--- config.mk ---
export PLATFORM = sky130hd
export DESIGN_NAME = alu_exec_unit
export DESIGN_NICKNAME = d
export VERILOG_FILES = /design/src/rtl/alu_exec_unit.sv
export SDC_FILE = /design/constraint.sdc
export NUM_CORES = 1
export LEC_CHECK = 0
export ABC_AREA = 1
export CAP_MARGIN = 0
export CORE_UTILIZATION = 50
export DETAILED_ROUTE_END_ITERATION = 10
export PLACE_DENSITY = 0.89
export SYNTH_ARGS = -nofsm -noshare
export SYNTH_HDL_FRONTEND = slang
export SYNTH_SLANG_ARGS = --single-unit
--- constraint.sdc ---
create_clock -name clk -period 11.4 [get_ports clk]
set_clock_uncertainty 0.1 [all_clocks]
set_input_delay 3.42 -clock clk [delete_from_list [all_inputs] [get_ports clk]]
set_output_delay 3.42 -clock clk [all_outputs]
set_load 0.01 [all_outputs]
--- src/rtl/alu_exec_unit.sv ---
// Execute stage for the single-cycle MIPS core: ALU-control decode, 32-bit ALU and PC adders.
// Every output is registered, so results appear one cycle after their inputs are sampled.
module alu_exec_unit #(
    parameter int unsigned WIDTH = 32
) (
    input  logic             clk,
    input  logic             reset,
    input  logic [1:0]       alu_op,
    input  logic [5:0]       funct,
    input  logic [WIDTH-1:0] a,
    input  logic [WIDTH-1:0] b,
    input  logic             cin,
    input  logic [WIDTH-1:0] pc,
    input  logic [WIDTH-1:0] imm32,
    output logic [3:0]       alu_ctl,
    output logic [WIDTH-1:0] alu_res,
    output logic             zero,
    output logic             ovf,
    output logic             cout,
    output logic             alu_illegal,
    output logic [WIDTH-1:0] pc_plus4,
    output logic [WIDTH-1:0] branch_target
);

    localparam logic [3:0] CtlAnd = 4'b0000;
    localparam logic [3:0] CtlOr  = 4'b0001;
    localparam logic [3:0] CtlAdd = 4'b0010;
    localparam logic [3:0] CtlXor = 4'b0011;
    localparam logic [3:0] CtlSub = 4'b0110;
    localparam logic [3:0] CtlSlt = 4'b0111;
    localparam logic [3:0] CtlNor = 4'b1100;

    logic [3:0]       ctl_d;
    logic             illegal_d;
    logic [WIDTH:0]   add_sum;
    logic [WIDTH:0]   sub_sum;
    logic             add_ovf;
    logic             sub_ovf;
    logic             lt;
    logic [WIDTH-1:0] res_d;
    logic             ovf_d;
    logic             cout_d;
    logic [WIDTH-1:0] pc_plus4_d;
    logic [WIDTH-1:0] branch_target_d;

    always_comb begin
        ctl_d     = CtlAdd;
        illegal_d = 1'b0;
        unique case (alu_op)
            2'b00: ctl_d = CtlAdd;
            2'b01: ctl_d = CtlSub;
            2'b11: ctl_d = CtlSlt;
            2'b10: begin
                case (funct)
                    6'b100000, 6'b100001: ctl_d = CtlAdd;
                    6'b100010, 6'b100011: ctl_d = CtlSub;
                    6'b100100:            ctl_d = CtlAnd;
                    6'b100101:            ctl_d = CtlOr;
                    6'b100110:            ctl_d = CtlXor;
                    6'b100111:            ctl_d = CtlNor;
                    6'b101010:            ctl_d = CtlSlt;
                    default: begin
                        ctl_d     = CtlAdd;
                        illegal_d = 1'b1;
                    end
                endcase
            end
            default: ctl_d = CtlAdd;
        endcase
    end

    assign add_sum = {1'b0, a} + {1'b0, b} + {{WIDTH{1'b0}}, cin};
    assign sub_sum = {1'b0, a} + {1'b0, ~b} + {{WIDTH{1'b0}}, 1'b1};
    assign add_ovf = (a[WIDTH-1] == b[WIDTH-1]) && (add_sum[WIDTH-1] != a[WIDTH-1]);
    assign sub_ovf = (a[WIDTH-1] != b[WIDTH-1]) && (sub_sum[WIDTH-1] != a[WIDTH-1]);
    // On differing signs the negative operand is smaller, which sidesteps subtraction overflow.
    assign lt = (a[WIDTH-1] != b[WIDTH-1]) ? a[WIDTH-1] : sub_sum[WIDTH-1];

    always_comb begin
        res_d  = add_sum[WIDTH-1:0];
        ovf_d  = 1'b0;
        cout_d = 1'b0;
        unique case (ctl_d)
            CtlAdd: begin
                res_d  = add_sum[WIDTH-1:0];
                ovf_d  = add_ovf;
                cout_d = add_sum[WIDTH];
            end
            CtlSub: begin
                res_d  = sub_sum[WIDTH-1:0];
                ovf_d  = sub_ovf;
                cout_d = sub_sum[WIDTH];
            end
            CtlSlt: res_d = {{(WIDTH-1){1'b0}}, lt};
            CtlAnd: res_d = a & b;
            CtlOr:  res_d = a | b;
            CtlXor: res_d = a ^ b;
            CtlNor: res_d = ~(a | b);
            default: res_d = add_sum[WIDTH-1:0];
        endcase
    end

    assign pc_plus4_d      = pc + WIDTH'(4);
    assign branch_target_d = pc_plus4_d + {imm32[WIDTH-3:0], 2'b00};

    always_ff @(posedge clk) begin
        if (reset) begin
            alu_ctl       <= 4'b0000;
            alu_res       <= '0;
            zero          <= 1'b0;
            ovf           <= 1'b0;
            cout          <= 1'b0;
            alu_illegal   <= 1'b0;
            pc_plus4      <= '0;
            branch_target <= '0;
        end else begin
            alu_ctl       <= ctl_d;
            alu_res       <= res_d;
            zero          <= (res_d == '0);
            ovf           <= ovf_d;
            cout          <= cout_d;
            alu_illegal   <= illegal_d;
            pc_plus4      <= pc_plus4_d;
            branch_target <= branch_target_d;
        end
    end

endmodule

==> results.py <==
metrics = {
    "status": {
        "status": "complete, no violations",
    },
    "clock_network": {
        "ctsResizeCount": 0,
        "cts_buffers": 9,
        "cts_max_level": 3,
        "cts_setup_buffers": 0,
        "cts_tree": "yes",
        "cts_root_buffer": "clkbuf_16",
        "cts_hold_buf": 0,
        "clock_path_buffers": 2,
        "path_clk_slew_ns": 0.10,
        "cts.sinks": 102,
    },
    "sta": {
        "fin_crit_sh": 0.649,
        "hold_viol_final": 0,
        "finalCriticalPeriod_ns": 7.40,
        "holdWs_ns": 3.46,
        "tightest_slew_ns": 0.802,
        "rsz0062_at_grt": "no",
        "fmax_mhz": 135,
        "slew-limit-headroom": 0.465,
        "tns_ns": 0,
        "drv_slew": 0,
        "setup_slack_ns": 4.00,
        "setup_viol": 0,
    },
    "synth": {
        "synth-seq-cells": 102,
        "yosysWarnings": 0,
        "synth.area.top_cells": "dfxtp_1, nand2_1, ha_1",
        "syn_inst": 2033,
        "ys_seq_area_frac": 0.172,
        "synth_area_sq_mm": 0.0119,
        "avgSynthCellArea_sq_um": 5.84,
        "syn-num-nets": 2303,
        "synth_top_cell_by_area": "dfxtp_1",
        "yosysTopAreaCellShare": 0.172,
        "synth_cell_types": 51,
    },
    "routing": {
        "drc": 0,
        "post_drt_wl_per_cell_um": 17.0,
        "firstDrtPassIters": 8,
        "antenna_left": 0,
        "via_per_inst": 5.42,
        "vias": 13800,
        "drt-initial-drc-count": 1124,
        "routed_wl_um": 43400,
    },
    "flow_run": {
        "max-cap-violations": 0,
    },
    "final_layout": {
        "fillers": 2232,
        "syn2layout_area_growth_pct": 23.8,
        "final_cells": 2553,
        "fin_util": 0.629,
        "nets": 2499,
        "final_area_sq_mm": 0.0147,
        "mostFrequentLayoutCell": "nand2_1",
        "drive_gt1_frac": 0.0318,
        "diodes": 0,
        "layout_common_cells": "nand2_1, inv_1, nor2_1",
    },
    "global_routing": {
        "globalRouteTotalUtil": 0.348,
        "grt_pass1_wl_um": 65700,
        "grt_pass1_vias": 13000,
        "grt-ovfl-total": 0,
        "grt_max_degree": 66,
        "antenna_found_initial": 0,
    },
    "worst_setup_path": {
        "path_class": "in2reg",
        "arrival_ns": 7.59,
        "critPathLaunchType": "primary input",
        "cp_max_fo": 8,
        "worstSetupStartpoint": "a[28]",
        "end_kind": "register",
        "worstPathRequired_ns": 11.59,
    },
    "power": {
        "combPwrFrac": 0.450,
        "p_per_area_mw_per_mm2": 93.6,
        "p_switching_mw": 0.568,
        "sw_frac_of_total": 0.413,
        "p_int_mw": 0.808,
        "clockPowerShare": 0.258,
        "p_total_mw": 1.38,
        "p_seq_frac": 0.292,
        "peakVddDrop_uv": 69.4,
        "power.leakage_nw": 7.63,
    },
    "placement": {
        "post-place-ws_ns": 3.67,
        "place_hpwl_um": 34700,
        "gp_congestion": 1.01,
        "placed_cell_area_sq_mm": 0.0144,
        "placed_cells": 2537,
        "io_buffers": 240,
    },
    "floorplan": {
        "initial_core_util": 0.508,
        "ios": 243,
        "die-area_sq_mm": 0.0244,
        "die_y_um": 156,
        "die_x_um": 156,
        "num_rows": 56,
        "core-area_sq_mm": 0.0234,
    },
    "min_path": {
        "hold_start": "pc[0]",
        "min_path_type": "in2reg",
    },
}
==> per-layer routing <==
layer / part of all wire / global-route usage / vias up
met4: 0.044 / 0.185 / 0
met3: 0.097 / 0.0614 / 112
met1: 0.39 / 0.405 / 6211
met2: 0.47 / 0.606 / 734
met5: 0 / 0 / -
li1: - / - / 6787
==> layout make-up <==
type	instances	area, sq um	area share
tap	319	399	0.0271
multi-input combinational	1524	8210	0.558
timing repair buffer	245	2430	0.166
inverter	347	1300	0.0886
sequential	102	2040	0.139
clock buffer	9	225	0.0153
clock inverter	7	92.6	0.00629
==> cells in the mapped netlist, drive strengths merged <==
library cell / number
a21boi: 2
a21o: 3
a21oi: 126
a221oi: 1
a22oi: 1
a31oi: 9
and2: 4
and3: 3
buf: 45
clkbuf: 15
clkinv: 1
dfxtp: 102
fa: 5
ha: 126
inv: 346
mux2i: 5
nand2: 522
nand3: 188
nand4: 26
nor2: 281
nor3: 31
nor3b: 1
nor4: 8
nor4b: 1
o211ai: 7
o21a: 9
o21ai: 92
o21bai: 19
o221ai: 1
o22ai: 1
or2: 11
xnor2: 6
xor2: 35
==> flip-flops by register name, summed over array words and instances, names as in the netlist <==
name and count:
alu_ctl 4, alu_res 32, pc_plus4 32, ovf 1, branch_target 30, zero 1
alu_illegal 1, cout 1
==> critical path: stages <==
cell             delay, ns
clkdlybuf4s50_1       0.51
inv_1                 0.06
ha_1                  0.50
inv_1                 0.19
a21oi_1               0.32
a21boi_0              0.24
nand2_1               0.08
a21oi_1               0.31
nand2_1               0.14
a21oi_1               0.21
o21ai_0               0.17
fa_1                  0.50
nand2_1               0.10
nand2_1               0.05
inv_1                 0.05
nand2_1               0.05
nor2_1                0.15
nand3_1               0.10
nor2_1                0.14
nand3_1               0.09
nor2_1                0.20
==> worst paths after layout <==
path                  cells after the start  slack [ns]          end
worst min-delay path                      3        3.46  pc_plus4[0]
worst max-delay path                     21        4.00         zero
==> power by group through the flow <==
stage	logic, mW	registers (mW)	clock network (mW)
after floorplan	0.345	0.425	0
after CTS	0.607	0.403	0.353
after detailed placement	0.602	0.411	0
after global routing	0.676	0.405	0.365
after global placement	0.594	0.410	0
final	0.619	0.402	0.355
==> logic make-up after synthesis <==
family	Yosys count	share of synthesized area
flip-flops	102	0.172
AO/OA/AOI/OAI	271	0.125
multiplexers	5	0.00421
AND/OR/NAND/NOR	1076	0.390
XOR/XNOR	41	0.0302
adder cells (fa/ha/maj)	131	0.141
buffers and inverters	407	0.137
Note: power is estimated with default switching activity, not from simulation.
==> RTL change: new RTL, same settings <==
Change the parameter `WIDTH` from 32 to 48.
--- a/src/rtl/alu_exec_unit.sv
+++ b/src/rtl/alu_exec_unit.sv
@@ -3,3 +3,3 @@
 module alu_exec_unit #(
-    parameter int unsigned WIDTH = 32
+    parameter int unsigned WIDTH = 48
 ) (
Ports: changed (7 resized); port bits go from 243 to 355. The function was not compared with the original's and may differ.
==> RTL change against the original RTL <==
- sequential cell count up 48
- total power up 58%
- worst hold slack worse by 0.096 ns
- wire length up 86%
- final area up 57%
- worst setup slack worse by 0.39 ns
- maximum frequency down 5.0%
- die area up 57%
- area after synthesis up 58%
- critical endpoint is now branch_target[41]$_SDFF_PP0_
==> RTL change: results (changes against the original RTL) <==
* DRT Wirelength at 80800 um (was 43400 um)
* Cell variety after synth at 55 (was 51)
* Hold Path Class: primary input to flip-flop (unchanged)
* Register area share after synthesis at 16.0% (was 17.2%)
* First-pass GRT wire length at 121000 um (was 65700 um)
* Largest net degree at the start of global routing at 76 (was 66)
* Leak at 0.0121 uW (was 0.00763 uW)
* IO buf count at 352 (was 240)
* Vias per inst at 5.59 (was 5.42)
* GPL Wtd Cong at 1.07 (was 1.01)
* Drt first-iter violations at 2368 (was 1124)
* Clk slew on worst S/H paths at 0.07 ns (was 0.10 ns)
* Synth top cells by count: nand2_1, inv_1, nor2_1 (unchanged)
* Htree depth at 4 (was 3)
* Number of global-route vias before repair at 21500 (was 13000)
* VDD IR max at 0.0991 mV (was 0.0694 mV)
* Fraction of layout cells with a size suffix above 1 at 2.71% (was 3.18%)
* Status: complete, no violations (unchanged)
* Syn Nets at 3745 (was 2303)
* Worst Tran Pin Value at 1.23 ns (was 0.802 ns)
* Initial antenna violation count at 0 (unchanged)
* Ranking of synthesized cells by area: nand2_1, dfxtp_1, inv_1, ha_1, nor2_1 (was dfxtp_1, nand2_1, ha_1, inv_1, nor2_1)
* Worst-path maximum fanout at 6 (was 8)
* Cts bufs inserted at 17 (was 9)
* GRT Util Overall at 41.5% (was 34.8%)
* CP arrival at 8.04 ns (was 7.59 ns)
* HPWL after detailed placement at 66300 um (was 34700 um)
* Top Registers: alu_res: 48 flops, pc_plus4: 48 flops, branch_target: 46 flops (was alu_res: 32 flops, pc_plus4: 32 flops, branch_target: 30 flops)
* Switching power at 939 uW (was 568 uW)
* DR pass1 iterations at 6 (was 8)
RTL change: per-stage QoR:
stage                     utilization (%)  cells  worst slack, ns  instance area [um^2]  hold WS (ns)
after global routing                 62.8   4122             3.20                 23100          3.40
final                                62.8   4122             3.62                 23100          3.37
after detailed placement             61.3   4090             3.20                 22500          3.84
after floorplan                         -   3347             4.80                 18800          3.39
after CTS                            62.8   4122             3.66                 23100          3.36
after global placement               61.3   4090             3.27                 22500          3.84
RTL change: worst max path at each step:
| stage | start | end | cells past startpoint |
|---|---|---|---|
| 2_1_floorplan | pc[3] | branch_target[47]$_SDFF_PP0_ | 26 |
| 3_3_place_gp | pc[2] | branch_target[41]$_SDFF_PP0_ | 23 |
| 3_5_place_dp | pc[2] | branch_target[41]$_SDFF_PP0_ | 23 |
| 4_1_cts | pc[2] | branch_target[41]$_SDFF_PP0_ | 23 |
| 5_1_grt | pc[2] | branch_target[33]$_SDFF_PP0_ | 22 |
| 6_report | pc[2] | branch_target[41]$_SDFF_PP0_ | 23 |
RTL change: logic make-up after synthesis:
group / share of synthesized area, %
flops: 16.0
simple gates: 37.5
fa+ha+maj: 13.2
xor+xnor: 2.75
compound gates: 15.2
mux: 0.160
buf+inv: 15.1
RTL change: layout make-up:
cell class | instances | area, um^2
clock buffer | 18 | 429
tap | 468 | 586
fill | 3710 | 13700
clock inverter | 14 | 133
inverter | 646 | 2430
multi-input combinational | 2465 | 12900
sequential | 150 | 3000
timing repair buffer | 361 | 3590
RTL change: critical path: stages:
cell and delay [ns]:
clkdlybuf4s50_1 0.56, inv_1 0.12, nor3_2 0.23, nand2_1 0.10, nor2_1 0.16, inv_1 0.07
or4_1 0.55, nor3_1 0.27, nand2_1 0.10, nand2_1 0.11, inv_1 0.05, ha_1 0.35
nand2_1 0.15, nor2_1 0.19, inv_1 0.07, nor3_1 0.34, a21oi_1 0.21, o21ai_0 0.47
nand4_1 0.15, nand2_1 0.17, nand2_1 0.07, nand2_1 0.06, nor2_1 0.05
RTL change: routing by layer:
| metal | track usage (%) | wire [um] | vias to the layer above |
|---|---|---|---|
| li1 | - | - | 11100 |
| met1 | 49.5 | 31200 | 10300 |
| met4 | 25.2 | 5250 | 0 |
| met5 | 0 | 0 | - |
| met2 | 68.9 | 36300 | 1315 |
| met3 | 8.05 | 8000 | 273 |
RTL change: power by group through the flow:
stage,combinational (uW),clock (uW),sequential [uW]
after floorplan,540,0,625
after global placement,979,0,605
after detailed placement,982,0,607
after CTS,988,561,595
after global routing,1100,581,598
final,1020,558,594
